<file path="src/rtl/mux_nto1_rr_if.sv">
// Handshake bundle between N producers, the selector and one downstream consumer.
interface mux_nto1_rr_if #(
    parameter int unsigned WIDTH  = 27,
    parameter int unsigned NUM_IN = 4,
    parameter int unsigned SEL_W  = $clog2(NUM_IN)
);
    logic [NUM_IN*WIDTH-1:0] in_data;
    logic [NUM_IN-1:0]       in_valid;
    logic [NUM_IN-1:0]       in_ready;
    logic                    mode;
    logic [SEL_W-1:0]        select;
    logic [WIDTH-1:0]        mux_out;
    logic                    out_valid;
    logic                    out_ready;
    logic [SEL_W-1:0]        out_sel;

    // Producers/consumer/control side.
    modport master (
        output in_data, in_valid, mode, select, out_ready,
        input  in_ready, mux_out, out_valid, out_sel
    );

    // Selector side.
    modport slave (
        input  in_data, in_valid, mode, select, out_ready,
        output in_ready, mux_out, out_valid, out_sel
    );
endinterface

</file>
<file path="src/rtl/mux_nto1_rr.sv">
// N-to-1 selector with fixed or round-robin grant and a one-word registered output stage.
module mux_nto1_rr #(
    parameter int unsigned WIDTH  = 27,
    parameter int unsigned NUM_IN = 4,
    parameter int unsigned SEL_W  = $clog2(NUM_IN)
) (
    input  logic         clk,
    input  logic         rst,
    mux_nto1_rr_if.slave bus
);
    // One extra bit so rr_ptr + offset never overflows before the modulo fold.
    localparam int unsigned IW = SEL_W + 1;

    typedef enum logic {
        EMPTY = 1'b0,
        FULL  = 1'b1
    } state_t;

    state_t            state_q;
    state_t            state_d;
    logic [SEL_W-1:0]  rr_ptr_q;
    logic [SEL_W-1:0]  grant_idx;
    logic              grant_vld;
    logic              load;
    logic              xfer;
    logic [NUM_IN-1:0] ready_vec;
    logic [WIDTH-1:0]  sel_data;
    logic [IW-1:0]     rr_idx;

    assign load          = (state_q == EMPTY) || bus.out_ready;
    assign bus.out_valid = (state_q == FULL);
    assign bus.in_ready  = ready_vec;
    assign xfer          = |(bus.in_valid & ready_vec);

    // Grant: requested channel in fixed mode, first valid channel from rr_ptr in round-robin mode.
    always_comb begin
        grant_vld = 1'b0;
        grant_idx = '0;
        rr_idx    = '0;
        if (!bus.mode) begin
            for (int unsigned i = 0; i < NUM_IN; i++) begin
                if ((IW'(bus.select) == IW'(i)) && bus.in_valid[i]) begin
                    grant_vld = 1'b1;
                    grant_idx = SEL_W'(i);
                end
            end
        end else begin
            for (int unsigned k = 0; k < NUM_IN; k++) begin
                rr_idx = IW'(rr_ptr_q) + IW'(k);
                if (rr_idx >= IW'(NUM_IN)) begin
                    rr_idx = rr_idx - IW'(NUM_IN);
                end
                for (int unsigned i = 0; i < NUM_IN; i++) begin
                    if (!grant_vld && (rr_idx == IW'(i)) && bus.in_valid[i]) begin
                        grant_vld = 1'b1;
                        grant_idx = SEL_W'(i);
                    end
                end
            end
        end
    end

    // One-hot accept to the granted channel, suppressed while in reset.
    always_comb begin
        ready_vec = '0;
        for (int unsigned i = 0; i < NUM_IN; i++) begin
            ready_vec[i] = !rst && load && grant_vld && (grant_idx == SEL_W'(i));
        end
    end

    // Data word of the granted channel.
    always_comb begin
        sel_data = '0;
        for (int unsigned i = 0; i < NUM_IN; i++) begin
            if (grant_idx == SEL_W'(i)) begin
                sel_data = bus.in_data[i*WIDTH +: WIDTH];
            end
        end
    end

    // Output stage state register.
    always_ff @(posedge clk or posedge rst) begin
        if (rst) begin
            state_q <= EMPTY;
        end else begin
            state_q <= state_d;
        end
    end

    // Output stage next state: fill on transfer, empty on drain without refill.
    always_comb begin
        state_d = state_q;
        case (state_q)
            EMPTY: if (xfer) state_d = FULL;
            FULL:  if (bus.out_ready && !xfer) state_d = EMPTY;
            default: state_d = EMPTY;
        endcase
    end

    // Output word, source index and round-robin pointer update on transfer.
    always_ff @(posedge clk or posedge rst) begin
        if (rst) begin
            bus.mux_out <= '0;
            bus.out_sel <= '0;
            rr_ptr_q    <= '0;
        end else if (xfer) begin
            bus.mux_out <= sel_data;
            bus.out_sel <= grant_idx;
            if (bus.mode) begin
                rr_ptr_q <= (grant_idx == SEL_W'(NUM_IN - 1)) ? '0 : grant_idx + SEL_W'(1);
            end
        end
    end
endmodule
</file>
<file path="src/flat_wrapper.sv">
// flat-port wrapper written by rule: the top's interface ports become plain ports
module mux_nto1_rr_flat 
#(
    parameter int unsigned WIDTH  = 27,
    parameter int unsigned NUM_IN = 4,
    parameter int unsigned SEL_W  = $clog2(NUM_IN)
)
  (clk, rst, bus_in_data, bus_in_valid, bus_mode, bus_select, bus_out_ready, bus_in_ready, bus_mux_out, bus_out_valid, bus_out_sel);
  mux_nto1_rr_if #(.WIDTH(WIDTH), .NUM_IN(NUM_IN), .SEL_W(SEL_W)) bus_i ();
  input  logic clk;
  input  logic rst;
  input wire logic [$bits(bus_i.in_data)-1:0] bus_in_data;
  input wire logic [$bits(bus_i.in_valid)-1:0] bus_in_valid;
  input wire logic [$bits(bus_i.mode)-1:0] bus_mode;
  input wire logic [$bits(bus_i.select)-1:0] bus_select;
  input wire logic [$bits(bus_i.out_ready)-1:0] bus_out_ready;
  output wire logic [$bits(bus_i.in_ready)-1:0] bus_in_ready;
  output wire logic [$bits(bus_i.mux_out)-1:0] bus_mux_out;
  output wire logic [$bits(bus_i.out_valid)-1:0] bus_out_valid;
  output wire logic [$bits(bus_i.out_sel)-1:0] bus_out_sel;
  assign bus_i.in_data = bus_in_data;
  assign bus_i.in_valid = bus_in_valid;
  assign bus_i.mode = bus_mode;
  assign bus_i.select = bus_select;
  assign bus_i.out_ready = bus_out_ready;
  assign bus_in_ready = bus_i.in_ready;
  assign bus_mux_out = bus_i.mux_out;
  assign bus_out_valid = bus_i.out_valid;
  assign bus_out_sel = bus_i.out_sel;
  mux_nto1_rr #(.WIDTH(WIDTH), .NUM_IN(NUM_IN), .SEL_W(SEL_W)) u_core (.clk(clk), .rst(rst), .bus(bus_i));
endmodule
</file>
<file path="config.mk">
export PLATFORM = sky130hd
export DESIGN_NAME = mux_nto1_rr_flat
export DESIGN_NICKNAME = d
export VERILOG_FILES = /design/src/rtl/mux_nto1_rr_if.sv /design/src/rtl/mux_nto1_rr.sv /design/src/flat_wrapper.sv
export SDC_FILE = /design/constraint.sdc
export NUM_CORES = 1
export LEC_CHECK = 0
export CORE_ASPECT_RATIO = 1.25
export CORE_UTILIZATION = 39
export CTS_CLUSTER_SIZE = 25
export DETAILED_ROUTE_END_ITERATION = 8
export PLACE_DENSITY = 0.87
export SYNTH_ARGS = -nofsm -noshare
export SYNTH_HDL_FRONTEND = slang
export SYNTH_SLANG_ARGS = --single-unit
export TNS_END_PERCENT = 1
</file>
<file path="constraint.sdc">
create_clock -name clk -period 8.9 [get_ports clk]
set_input_delay 2.225 -clock clk [delete_from_list [all_inputs] [get_ports clk]]
set_output_delay 2.225 -clock clk [all_outputs]
set_load 0.1 [all_outputs]
</file>
# After elaboration in Yosys (flattened, before gate mapping)
# Index checks and enable logic that the tools add are counted.
[totals] register_bits=32 input_bits=118 output_inout_bits=34
[op_classes] addsub=8 magnitude_cmp=4 eq_ne=18 n_mux=71 n_bitwise=2 reduce_logical=68
[op_table] cell="2-to-1 mux 27 bit" count=4
[op_table] cell="logical AND 1 bit" count=42
[op_table] cell="2-to-1 mux 1 bit" count=40
[op_table] cell="2-to-1 mux 2 bit" count=18
[op_table] cell="equality test 3 x 2 -> 1 bit, second input constant" count=8
[op_table] cell="2-to-1 mux 3 bit" count=8
[op_table] cell="zero test 1 bit" count=17
[op_table] cell="equality test 3 x 1 -> 1 bit, second input constant" count=4
[op_table] cell="zero test 3 bit" count=4
[op_table] cell="greater-or-equal comparator 3 bit, second input constant" count=3
[op_table] cell="subtractor 3 bit, second input constant" count=3
[op_table] cell="equality test 2 bit, second input constant" count=4
[op_table] cell="adder 2 x 2 -> 3 bit, second input constant" count=2
[op_table] cell="bitwise AND 4 bit" count=1
[op_table] cell="equality test 2 x 1 -> 1 bit, second input constant" count=2
[op_table] cell="zero test 2 bit" count=2
[op_table] cell="OR reduction 4 bit" count=1
[op_table] cell="adder 2 x 1 -> 3 bit, second input constant" count=1
[op_table] cell="greater-or-equal comparator 2 x 3 -> 1 bit, second input constant" count=1
[op_table] cell="subtractor 2 x 3 -> 3 bit, second input constant" count=1
[op_table] cell="adder 2 x 1 -> 2 bit, second input constant" count=1
[op_table] cell="one-hot mux 1 bit (2 select lines)" count=1
[op_table] cell="AND reduction 2 bit" count=1
[op_table] cell="logical OR 1 bit" count=1
[op_table] cell="NOT 1 bit" count=1

# Depth between registers and ports, before layout
[logic_depth] depth_word=90 depth_mapped=11 depth_no_buf=9

# Worst setup path after synthesis
# Ideal clock, no wire load.
[synth_path] kind="input port to output port" from="input bus_in_valid[2]" to="output bus_in_ready[2]" arrival_ps=4799 setup_slack_ps=1876 stages=7 path_buffers=2 cell_sequence="or3b_2 -> o221a_2 -> a31oi_1 -> ha_1 -> clkbuf_1 -> clkbuf_1 -> and3_1"
[synth_via] elab_chain_len=70
[synth_lines] element="from (decl)" line="flat_wrapper.sv:13" source="input wire logic [$bits(bus_i.in_valid)-1:0] bus_in_valid;"
[synth_lines] element="logical AND 1 bit" line="mux_nto1_rr.sv:54" source="if (!grant_vld && (rr_idx == IW'(i)) && bus.in_valid[i]) begin"
[synth_lines] element="2-to-1 mux 1 bit" line="mux_nto1_rr.sv:54"
[synth_lines] element="2-to-1 mux 1 bit" line="mux_nto1_rr.sv:40" source="if (!bus.mode) begin"
[synth_lines] element="zero test 1 bit" line="mux_nto1_rr.sv:54"
[synth_lines] element="logical AND 1 bit (2 in a row)" line="mux_nto1_rr.sv:54"
[synth_lines] element="2-to-1 mux 1 bit" line="mux_nto1_rr.sv:54"
[synth_lines] element="2-to-1 mux 1 bit" line="mux_nto1_rr.sv:40"
[synth_lines] element="zero test 1 bit" line="mux_nto1_rr.sv:54"
[synth_lines] element="[... 53 more ...]"
[synth_lines] element="2-to-1 mux 1 bit" line="mux_nto1_rr.sv:40"
[synth_lines] element="zero test 1 bit" line="mux_nto1_rr.sv:54"
[synth_lines] element="logical AND 1 bit (2 in a row)" line="mux_nto1_rr.sv:54"
[synth_lines] element="2-to-1 mux 2 bit" line="mux_nto1_rr.sv:54"
[synth_lines] element="2-to-1 mux 2 bit (*)" line="mux_nto1_rr.sv:40"
[synth_lines] element="named net u_core.grant_idx[1]" line="mux_nto1_rr.sv:22" source="logic [SEL_W-1:0] grant_idx;"
[synth_lines] element="equality test 2 bit (*)" line="mux_nto1_rr.sv:67" source="ready_vec[i] = !rst && load && grant_vld && (grant_idx == SEL_W'(i));"
[synth_lines] element="logical AND 1 bit (*)" line="mux_nto1_rr.sv:67"
[synth_lines] element="to (decl)" line="flat_wrapper.sv:17" source="output wire logic [$bits(bus_i.in_ready)-1:0] bus_in_ready;"
# Mark *: on every way through the listed nets, which the timed path passes. The rest lies on a longest branch. The select of a mux whose other input is x is not followed.

# Worst setup path in the final report
[layout_path] from="input bus_in_valid[3]" to="output bus_in_ready[0]"
[layout_via] elab_chain_len=65
[layout_lines] element="logical AND 1 bit" line="mux_nto1_rr.sv:54"
[layout_lines] element="2-to-1 mux 1 bit" line="mux_nto1_rr.sv:54"
[layout_lines] element="2-to-1 mux 1 bit" line="mux_nto1_rr.sv:40"
[layout_lines] element="zero test 1 bit" line="mux_nto1_rr.sv:54"
[layout_lines] element="logical AND 1 bit (2 in a row)" line="mux_nto1_rr.sv:54"
[layout_lines] element="2-to-1 mux 1 bit" line="mux_nto1_rr.sv:54"
[layout_lines] element="2-to-1 mux 1 bit" line="mux_nto1_rr.sv:40"
[layout_lines] element="zero test 1 bit" line="mux_nto1_rr.sv:54"
[layout_lines] element="[... 48 more ...]"
[layout_lines] element="2-to-1 mux 1 bit" line="mux_nto1_rr.sv:40"
[layout_lines] element="zero test 1 bit" line="mux_nto1_rr.sv:54"
[layout_lines] element="logical AND 1 bit (2 in a row)" line="mux_nto1_rr.sv:54"
[layout_lines] element="2-to-1 mux 2 bit" line="mux_nto1_rr.sv:54"
[layout_lines] element="2-to-1 mux 2 bit (*)" line="mux_nto1_rr.sv:40"
[layout_lines] element="named net u_core.grant_idx[0]" line="mux_nto1_rr.sv:22"
[layout_lines] element="zero test 2 bit (*)" line="mux_nto1_rr.sv:67"
[layout_lines] element="logical AND 1 bit (*)" line="mux_nto1_rr.sv:67"
# Marks and branches as above.

==> flow_metrics.env <==
export IMPL_clock_latency_ps=270
export IMPL_dp_cells=441
export IMPL_powerDensity_mw_per_mm2=332
export IMPL_synth_top_area_share_pct=35.0
export IMPL_fp_row_count=30
export IMPL_layout_common_cells="clkdlybuf4s50_1, dfrtp_1, nor2_1, nand2_1"
export IMPL_antenna_found_initial=0
export IMPL_end_kind="output pin"
export IMPL_dr_pass1_iters=6
export IMPL_portBuffers=151
export IMPL_final_cells=449
export IMPL_fin_tns_setup_ps=0
export IMPL_slew_violations=0
export IMPL_cts_tree="built"
export IMPL_fp_dieArea_mm2=0.00618
export IMPL_start_util_pct=41.2
export IMPL_dp_hpwl_um=5610
export IMPL_grt_pass1_vias=2370
export IMPL_hold_path_startpoint="u_core.bus.mux_out[21]"
export IMPL_nNetsFinal=506
export IMPL_power_mw=1.29
export IMPL_maxCapViolCount=0
export IMPL_final_hold_viol_count=0
export IMPL_setup_viol=0
export IMPL_status="finished, violations left"
export IMPL_num_antenna_cells=0
export IMPL_tightest_slew_ps=1160
export IMPL_timing_final_crit_share_pct=84.8
export IMPL_min_to="u_core.bus.mux_out[21]"
export IMPL_synthFlopType="dfrtp_1"
export IMPL_drive_above_1_share_pct=7.79
export IMPL_yosysTopAreaCell="dfrtp_1"
export IMPL_cts_resized_gates=0
export IMPL_cts_root_buf="clkbuf_8"
export IMPL_via_per_inst=5.48
export IMPL_cts_made_buffers=5
export IMPL_cp_arrival_ps=5320
export IMPL_r2r_start="u_core.rr_ptr_q[0]"
export IMPL_reg2reg_to="u_core.bus.mux_out[0]"
export IMPL_timing_fmax_mhz=132
export IMPL_syn_to_final_growth_pct=70.3
export IMPL_dr_first_iter_drc_count=174
export IMPL_fin_crit_ps=7550
export IMPL_netlist_top_cells_area="dfrtp_1, mux2_1, a221oi_1, o31ai_1, nand2_1"
export IMPL_drc=20
export IMPL_fin_skew_ps=4.42
export IMPL_vias=2462
export IMPL_yosysSeqAreaShare_pct=35.0
export IMPL_core_area_mm2=0.00556
export IMPL_clock_path_buffers=2
export IMPL_async_flop_share_pct=100
export IMPL_final_common_cell="clkdlybuf4s50_1"
export IMPL_grt_start_max_net_pins=56
export IMPL_violations="design-rule violations"
export IMPL_reg2reg_depth=10
export IMPL_worstSetupStartpointType="primary input"
export IMPL_gp_congestion=0.826
export IMPL_min_path_cells=1
export IMPL_relSlewSlack_pct=22.3
export IMPL_wl_per_cell_um=17.2
export IMPL_grt_total_usage_pct=24.6
export IMPL_wirelength_um=7710
export IMPL_htreeDepth=2
export IMPL_fillers=447
export IMPL_die_w_um=70.5
export IMPL_postSynthAreaPerCell_um2=9.45
export IMPL_rsz0062_at_grt="false"
export IMPL_synth_edf_count=0
export IMPL_ys_warn_count=0
export IMPL_ir_drop_uv=184
export IMPL_worstHoldPathType="register to register"
export IMPL_synth_nets=364
export IMPL_netlist_area_mm2=0.00229
export IMPL_p_leak_nw=1.58
export IMPL_r2r_setup_slack_ps=5220
export IMPL_cts_sinks=32
export IMPL_grt_overflow_total=0
export IMPL_grt_pass1_wl_um=11900
export IMPL_ios=152
export IMPL_dieHeight_um=87.6
export IMPL_synth_cell_types=30
export IMPL_yosys_register_bits=32
export IMPL_ant_nets=0
export IMPL_path_max_fanout=7
export IMPL_ctsHoldBuffers=0
export IMPL_critical_path_class="primary input to output pin"
export IMPL_post_cts_buffers=0
export IMPL_required_ps=6680
export IMPL_syn_inst=242
export IMPL_clkSlewWorstSetupHoldPaths_ps=60
[area by class of cell]
cell class | instances | area [um2] | share of cell area (%)
sequential | 32 | 801 | 20.6
inverter | 8 | 30.0 | 0.771
multi-input combinational | 182 | 1360 | 34.9
tap | 64 | 80.1 | 2.06
clock buffer | 8 | 90.1 | 2.31
timing repair buffer | 155 | 1530 | 39.4
[how the worst max path moves through the flow]
stage	cells past startpoint	slack [ps]	endpoint	from
finish	8	1350	bus_in_ready[0]	bus_in_valid[3]
global route	8	1170	bus_in_ready[0]	bus_in_valid[3]
CTS	8	1350	bus_in_ready[0]	bus_in_valid[3]
detailed placement	8	1360	bus_in_ready[0]	bus_in_valid[3]
global placement	8	1430	bus_in_ready[0]	bus_in_valid[3]
floorplan	7	1880	bus_in_ready[2]	bus_in_valid[2]
[cells in the mapped netlist (2+ instances only)]
master / n
dfrtp_1: 32
nand2_1: 30
nor2_1: 30
a221oi_1: 26
o31ai_1: 26
mux2_1: 22
clkbuf_1: 14
inv_1: 7
mux2_4: 7
nor2b_1: 6
o21ai_0: 5
a21oi_1: 4
and3_1: 4
ha_1: 4
buf_2: 3
buf_6: 3
mux2_2: 3
mux2i_1: 3
a22oi_1: 2
[worst max-delay path, stage by stage]
cell,delay (ps)
clkdlybuf4s50_1,570
or3b_2,460
o221a_2,260
a2bb2oi_1,290
inv_1,110
ha_1,270
and3_1,160
clkdlybuf4s50_1,960
[cells by family (layout without fill, tap and decap cells)]
family | Yosys count | count (layout) | share of synthesized area, %
fa+ha+maj | 4 | 4 | 2.19
buf+inv | 28 | 171 | 5.74
flops | 32 | 32 | 35.0
simple gates | 73 | 73 | 14.0
compound gates | 70 | 70 | 24.8
mux | 35 | 35 | 18.2
[stage by stage]
stage / util, % / hold slack (ps) / instance area, um2 / worst slack (ps)
finish: 70.1 / 490 / 3890 / 1350
global route: 70.1 / 508 / 3890 / 1170
CTS: 70.1 / 494 / 3890 / 1350
detailed placement: 68.5 / 481 / 3800 / 1360
global placement: 68.5 / 474 / 3800 / 1430
floorplan: - / 544 / 2290 / 1880
[power breakdown]
group / internal (mW) / switching (mW)
Sequential: 0.213 / 0.0394
Clock: 0.0630 / 0.0485
Combinational: 0.271 / 0.660
Total: 0.547 / 0.748
[routing by layer]
layer  track usage, %  up-vias  part of all wire [%]
li1                 -     1190                     -
met1             28.8     1171                    39
met2             45.5       91                    52
met3             4.83       10                   6.6
met4             7.24        0                   1.6
met5                0        -                     0
[state kept, by name (all words and copies together), names as in the netlist]
signal / count
u_core.bus.mux_out: 27
u_core.rr_ptr_q: 2
u_core.bus.out_sel: 2
u_core.bus.out_valid: 1
Note: power is estimated with default switching activity, not from simulation.
